**config.mk**
```make
export PLATFORM = sky130hd
export DESIGN_NAME = hsv_multi_classifier
export DESIGN_NICKNAME = d
export VERILOG_FILES = /design/src/rtl/hsv_multi_classifier.sv
export SDC_FILE = /design/constraint.sdc
export NUM_CORES = 1
export LEC_CHECK = 0
export CORE_ASPECT_RATIO = 0.8
export CORE_UTILIZATION = 60
export CTS_CLUSTER_DIAMETER = 30
export DETAILED_ROUTE_END_ITERATION = 10
export GPL_TIMING_DRIVEN = 0
export PLACE_DENSITY = 0.88
export SYNTH_ARGS = -nofsm -noshare
export SYNTH_HDL_FRONTEND = slang
export SYNTH_SLANG_ARGS = --single-unit
export TNS_END_PERCENT = 5
```
**constraint.sdc**
```tcl
create_clock -name iCLK -period 14.3 [get_ports iCLK]
set_input_delay 4.29 -clock iCLK [delete_from_list [all_inputs] [get_ports iCLK]]
set_output_delay 4.29 -clock iCLK [all_outputs]
set_load 0.02 [all_outputs]
```
**src/rtl/hsv_multi_classifier.sv**
```systemverilog
// Three-stage HSV window classifier with NCLASS runtime windows and per-frame match counters.
// Define RGB_CLASS_OVERLAY_EN to paint matching pixels with a fixed per-class colour.
module hsv_multi_classifier #(
  parameter int NCLASS  = 2,
  parameter int ROW_MAX = 477,
  parameter int COL_MAX = 617,
  parameter int CNT_W   = 19
) (
  input  logic                      iCLK,
  input  logic                      iRST,
  input  logic                      i_valid,
  input  logic                      i_frame_start,
  input  logic [7:0]                i_R,
  input  logic [7:0]                i_G,
  input  logic [7:0]                i_B,
  input  logic [12:0]               i_row,
  input  logic [12:0]               i_col,
  input  logic                      cfg_we,
  input  logic [2:0]                cfg_addr,
  input  logic [24:0]               cfg_data,
  output logic                      o_valid,
  output logic [7:0]                o_R,
  output logic [7:0]                o_G,
  output logic [7:0]                o_B,
  output logic [NCLASS-1:0]         o_class,
  output logic [NCLASS*CNT_W-1:0]   o_count,
  output logic                      o_count_valid
);

  logic [24:0]              r_shadow [NCLASS];
  logic [24:0]              r_active [NCLASS];
  // {sshift, vmin, sector} of the active config, one cycle behind so S3 sees its own frame's window
  logic [12:0]              r_cfg_d  [NCLASS];

  logic                     r1_valid, r1_fs, r1_crop;
  logic [7:0]               r1_R, r1_G, r1_B, r1_s, r1_v;
  logic [1:0]               r1_sec;

  logic                     r2_valid, r2_fs, r2_crop;
  logic [7:0]               r2_R, r2_G, r2_B, r2_s, r2_v;
  logic [1:0]               r2_sec;
  logic [9:0]               r2_hn;
  logic signed [15:0]       r2_tlo [NCLASS];
  logic signed [15:0]       r2_thi [NCLASS];

  logic [CNT_W-1:0]         r_cnt [NCLASS];
  logic                     r_valid, r_count_valid;
  logic [7:0]               r_R, r_G, r_B;
  logic [NCLASS-1:0]        r_class;
  logic [NCLASS*CNT_W-1:0]  r_count;

  logic                     w_fs, w_crop, w_any;
  logic [1:0]               w_sec;
  logic [7:0]               w_mx, w_mn, w_oR, w_oG, w_oB;
  logic [9:0]               w_hn;
  logic signed [15:0]       w_tlo [NCLASS];
  logic signed [15:0]       w_thi [NCLASS];
  logic [NCLASS-1:0]        w_hit, w_class;

  always_comb begin
    w_fs   = i_valid & i_frame_start;
    w_crop = (32'(i_row) > ROW_MAX) || (32'(i_col) > COL_MAX);
    if (i_R >= i_G && i_R >= i_B) begin
      w_sec = 2'd0;
      w_mx  = i_R;
    end else if (i_G >= i_B) begin
      w_sec = 2'd1;
      w_mx  = i_G;
    end else begin
      w_sec = 2'd2;
      w_mx  = i_B;
    end
    w_mn = i_R;
    if (i_G < w_mn) w_mn = i_G;
    if (i_B < w_mn) w_mn = i_B;
  end

  always_comb begin
    case (r1_sec)
      2'd0:    w_hn = {2'b00, r1_G} - {2'b00, r1_B};
      2'd1:    w_hn = {2'b00, r1_B} - {2'b00, r1_R};
      default: w_hn = {2'b00, r1_R} - {2'b00, r1_G};
    endcase
    for (int unsigned k = 0; k < NCLASS; k++) begin
      w_tlo[k] = ($signed({{10{r_active[k][7]}},  r_active[k][7:2]})  * $signed({8'b0, r1_s})) >>> 2;
      w_thi[k] = ($signed({{10{r_active[k][13]}}, r_active[k][13:8]}) * $signed({8'b0, r1_s})) >>> 2;
    end
  end

  always_comb begin
    w_hit   = '0;
    w_class = '0;
    w_any   = 1'b0;
    for (int unsigned k = 0; k < NCLASS; k++) begin
      w_hit[k] = r2_valid && !r2_crop && (r_cfg_d[k][1:0] == r2_sec) &&
                 ($signed({{6{r2_hn[9]}}, r2_hn}) > r2_tlo[k]) &&
                 ($signed({{6{r2_hn[9]}}, r2_hn}) < r2_thi[k]) &&
                 (r2_v >= r_cfg_d[k][9:2]) &&
                 (r2_s > (r2_v >> r_cfg_d[k][12:10]));
      if (w_hit[k] && !w_any) begin
        w_class[k] = 1'b1;
        w_any      = 1'b1;
      end
    end
    w_oR = r2_crop ? '0 : r2_R;
    w_oG = r2_crop ? '0 : r2_G;
    w_oB = r2_crop ? '0 : r2_B;
`ifdef RGB_CLASS_OVERLAY_EN
    for (int unsigned k = 0; k < NCLASS; k++) begin
      if (w_class[k]) begin
        case (k)
          0:       {w_oR, w_oG, w_oB} = 24'hFF0000;
          1:       {w_oR, w_oG, w_oB} = 24'h00FF00;
          2:       {w_oR, w_oG, w_oB} = 24'h0000FF;
          default: {w_oR, w_oG, w_oB} = 24'hFFFFFF;
        endcase
      end
    end
`endif
  end

  always_ff @(posedge iCLK) begin
    if (iRST) begin
      for (int unsigned k = 0; k < NCLASS; k++) begin
        r_shadow[k] <= '0;
        r_active[k] <= '0;
        r_cfg_d[k]  <= '0;
        r2_tlo[k]   <= '0;
        r2_thi[k]   <= '0;
        r_cnt[k]    <= '0;
      end
      {r1_valid, r1_fs, r1_crop, r1_R, r1_G, r1_B, r1_s, r1_v, r1_sec} <= '0;
      {r2_valid, r2_fs, r2_crop, r2_R, r2_G, r2_B, r2_s, r2_v, r2_sec, r2_hn} <= '0;
      {r_valid, r_count_valid, r_R, r_G, r_B} <= '0;
      r_class <= '0;
      r_count <= '0;
    end else begin
      // A write coincident with an accepted frame start goes straight into the active copy
      for (int unsigned k = 0; k < NCLASS; k++) begin
        if (cfg_we && cfg_addr == 3'(k)) r_shadow[k] <= cfg_data;
        if (w_fs) r_active[k] <= (cfg_we && cfg_addr == 3'(k)) ? cfg_data : r_shadow[k];
        r_cfg_d[k] <= {r_active[k][24:22], r_active[k][21:14], r_active[k][1:0]};
      end

      r1_valid <= i_valid;
      r1_fs    <= w_fs;
      r1_crop  <= w_crop;
      r1_R     <= i_R;
      r1_G     <= i_G;
      r1_B     <= i_B;
      r1_s     <= w_mx - w_mn;
      r1_v     <= w_mx;
      r1_sec   <= w_sec;

      r2_valid <= r1_valid;
      r2_fs    <= r1_fs;
      r2_crop  <= r1_crop;
      r2_R     <= r1_R;
      r2_G     <= r1_G;
      r2_B     <= r1_B;
      r2_s     <= r1_s;
      r2_v     <= r1_v;
      r2_sec   <= r1_sec;
      r2_hn    <= w_hn;
      for (int unsigned k = 0; k < NCLASS; k++) begin
        r2_tlo[k] <= w_tlo[k];
        r2_thi[k] <= w_thi[k];
      end

      r_valid       <= r2_valid;
      r_R           <= w_oR;
      r_G           <= w_oG;
      r_B           <= w_oB;
      r_class       <= w_class;
      r_count_valid <= r2_fs;
      for (int unsigned k = 0; k < NCLASS; k++) begin
        if (r2_fs) begin
          r_count[k*CNT_W +: CNT_W] <= r_cnt[k];
          r_cnt[k] <= CNT_W'(w_class[k]);
        end else if (w_class[k] && r_cnt[k] != '1) begin
          r_cnt[k] <= r_cnt[k] + CNT_W'(1);
        end
      end
    end
  end

  assign o_valid       = r_valid;
  assign o_R           = r_R;
  assign o_G           = r_G;
  assign o_B           = r_B;
  assign o_class       = r_class;
  assign o_count       = r_count;
  assign o_count_valid = r_count_valid;

endmodule

```
==> run summary <==
status -> complete, no violations
Final Net Count -> 3099
Clock Path Buffers -> 3
final setup violation count -> 0
register bit total from synthesis -> 381
Hold Buf Count CTS -> 0
post-route antenna net violation count -> 0
Max Cap Viol -> 0
Async SR Flop Fraction -> 0
first-pass GRT wire length -> 96200 um
r2r endpoint -> r2_tlo[0][15]$_SDFF_PP0_
GP Congestion -> 0.933
most common cell in the netlist -> ha_1
Multi-input gate area -> 13200 sq um
CP top delay family -> compound AO/OA/AOI/OAI gates
fillcell total -> 2578
row cnt -> 64
crit path time final -> 9.08 ns
Max Fclk -> 110 MHz
share of layout cells above drive strength 1 -> 0.0515
Worst R2R Start -> r1_s[2]$_SDFF_PP0_
H-Tree Depth -> 2
setup_tns -> 0 ns
Post-synth EDFFs -> 138
Metal-1 WL -> 25500 um
worst setup path class -> in2reg
vias -> 18300
post-synth top area share -> 0.207
Iter 0 DRT Violations -> 1620
Avg Cell Area, Syn -> 9.73 sq um
IO Count -> 149
Die Area -> 40100 sq um
period utilisation layout -> 0.635
post-CTS setup buffers -> 0
Layout area overhead -> 18.2%
DIE HEIGHT -> 179 um
Leakage -> 12.5 nW
Routed WL per cell -> 19.0 um
Num CTS Buffers -> 61
Crit path depth -> 24
Peak VDD IR -> 121 uV
Hold Crit Class -> reg2reg
initial antenna violation count -> 0
Worst Setup EP -> r1_s[6]$_SDFF_PP0_
unique cell type count in the Yosys netlist -> 74
crit-path max FO -> 9
CP cell instances -> clkdlybuf4s50_1 > inv_1 > ha_1 > and3_1 > a221o_1 > nand2_1 > nand2_2 > mux2i_4 > ha_1 > and4_1 > nand2_1 > nor3_1 > a21oi_4 > or2b_1 > o31a_2 > ha_1 > inv_1 > fa_1 > a21o_1 > a21o_1 > a21o_1 > a21oi_1 > xor2_1 > nor2_1
met2 WL -> 28200 um
chip width -> 224 um
DRC Markers -> 0
Critical Path Source Type -> primary input
Crit-path slowest cell -> clkdlybuf4s50_1
warnings from Yosys -> 0
Post-DP HPWL -> 44800 um
clk root buf -> clkbuf_16
CTS tree -> done
Total GRT Usage -> 0.304
gate count after technology mapping -> 2421
IO buf count -> 145
Top Layer Used -> met4
Total Power -> 4.10 mW
vias in the first global route -> 18500
Worst EP required -> 14.72 ns
Hold Vio Cnt, Final -> 0
commonest cells in the netlist -> ha_1 (282), inv_1 (258), dfxtp_1 (243)
register area share after synthesis -> 0.382
Reg clk slew, reported paths -> 0.06 ns
WP data arrival -> 9.50 ns
CP Capture Type -> flop
Met3 Wirelength -> 5110 um
top post-synthesis cells by area -> dfxtp_1 (21%), edfxtp_1 (18%), ha_1 (15%)
largest net degree at the start of global routing -> 34
worst-margin pin slew -> 1.14 ns
worst path bufs/invs -> 3
clk_lat worst skew -> 0.59 ns
TritonRoute pass-1 iters -> 5
total wire length -> 60400 um
Pwr Density -> 147 nW/um^2
post-cts resize count -> 0
skew final -> 0.0210 ns
vias per inst -> 5.76
mapped cell area -> 23600 sq um
GR Overflow Total -> 0
worst reg2reg path depth -> 18
Register Area -> 9010 sq um
reg2reg setup slack -> 8.82 ns
slowest stage delay, CP -> 0.59 ns
RSZ-0062 raised after global routing -> false
Initial Utilization -> 0.613
Core Area -> 38400 sq um
Setup crit start -> i_R[2]
Post-synth top flop -> dfxtp_1
slew margin rel. -> 0.236
Synth Net Count -> 2890
# clock sinks -> 381
Synth area leader -> dfxtp_1
Max Transition Viols Final -> 0
-- cell type report --
| class | count | area share |
|---|---|---|
| Multi-Input combinational cell | 1694 | 0.476 |
| Sequential cell | 381 | 0.323 |
| Clock buffer | 76 | 0.0606 |
| Timing Repair Buffer | 146 | 0.0528 |
| Inverter | 259 | 0.0349 |
| Tap cell | 495 | 0.0222 |
| Clock inverter | 39 | 0.0179 |
| Buffer | 87 | 0.0125 |
| Antenna cell | 1 | 0.0000899 |
-- cell families (layout without fill, tap and decap cells) --
group / Yosys count / count (layout) / share of synthesized area
flops: 381 / 381 / 0.382
other cells: 0 / 1 / 0
simple gates: 832 / 832 / 0.173
xor+xnor: 94 / 94 / 0.0355
fa+ha+maj: 386 / 386 / 0.238
buf+inv: 346 / 607 / 0.0560
compound gates: 309 / 309 / 0.0822
mux: 73 / 73 / 0.0322
-- metal layers --
metal | vias up | GRT usage
met1 | 8717 | 0.400
met2 | 930 | 0.516
met5 | - | 0
li1 | 8524 | -
met4 | 0 | 0.0973
met3 | 133 | 0.0498
-- cell usage in the layout (no fill, tap or decap), types with 10 or more instances in the layout --
master	instances
mux2i_1	62
a21o_1	45
nand2b_1	38
nand3_1	30
nand4_1	11
o21a_1	20
nor2_1	202
inv_6	11
a21oi_1	131
xor2_1	45
and2_1	113
clkdlybuf4s50_1	145
ha_1	282
clkbuf_1	80
and3_1	46
fa_1	104
dfxtp_1	243
nor2b_1	98
clkbuf_16	64
buf_1	10
o21ai_0	49
nor3_1	14
xnor2_1	48
a211oi_1	17
nand2_1	235
nor4_1	23
edfxtp_1	138
inv_1	258
-- power breakdown --
part	switching (mW)	total [mW]	internal, mW
Sequential	0.0950	1.32	1.23
Clock	0.547	1.54	0.995
Combinational	0.714	1.24	0.523
Total	1.36	4.10	2.75
-- registers in the layout (all words and copies together), names as in the netlist, 9 cells and up --
register and count:
r_cfg_d 26, r2_hn 9, r_active 50, o_count 38, r2_thi 26, r2_tlo 26, r_cnt 38, r_shadow 50
-- stage by stage --
stage / cells / cell area [sq um] / worst slack (ns) / utilization / hold slack, ns
floorplan: 2421 / 23600 / 5.79 / - / 0.406
CTS: 3177 / 27800 / 5.35 / 0.724 / 0.428
global route: 3177 / 27800 / 4.97 / 0.724 / 0.442
global placement: 3061 / 25600 / 4.89 / 0.667 / 0.412
detailed placement: 3062 / 25700 / 4.77 / 0.668 / 0.414
finish: 3178 / 27800 / 5.22 / 0.725 / 0.425
-- worst min-delay path by stage --
stage,start,slack [ns],end,cells after the start
after floorplan,r2_B[0]$_SDFF_PP0_,0.41,o_B[0]$_SDFF_PP0_,1
after global routing,r2_B[6]$_SDFF_PP0_,0.44,o_B[6]$_SDFF_PP0_,1
after CTS,r2_B[6]$_SDFF_PP0_,0.43,o_B[6]$_SDFF_PP0_,1
after global placement,r2_B[0]$_SDFF_PP0_,0.41,o_B[0]$_SDFF_PP0_,1
final,r2_B[6]$_SDFF_PP0_,0.43,o_B[6]$_SDFF_PP0_,1
after detailed placement,r2_B[6]$_SDFF_PP0_,0.41,o_B[6]$_SDFF_PP0_,1
Power figures use the tool's default switching activity.
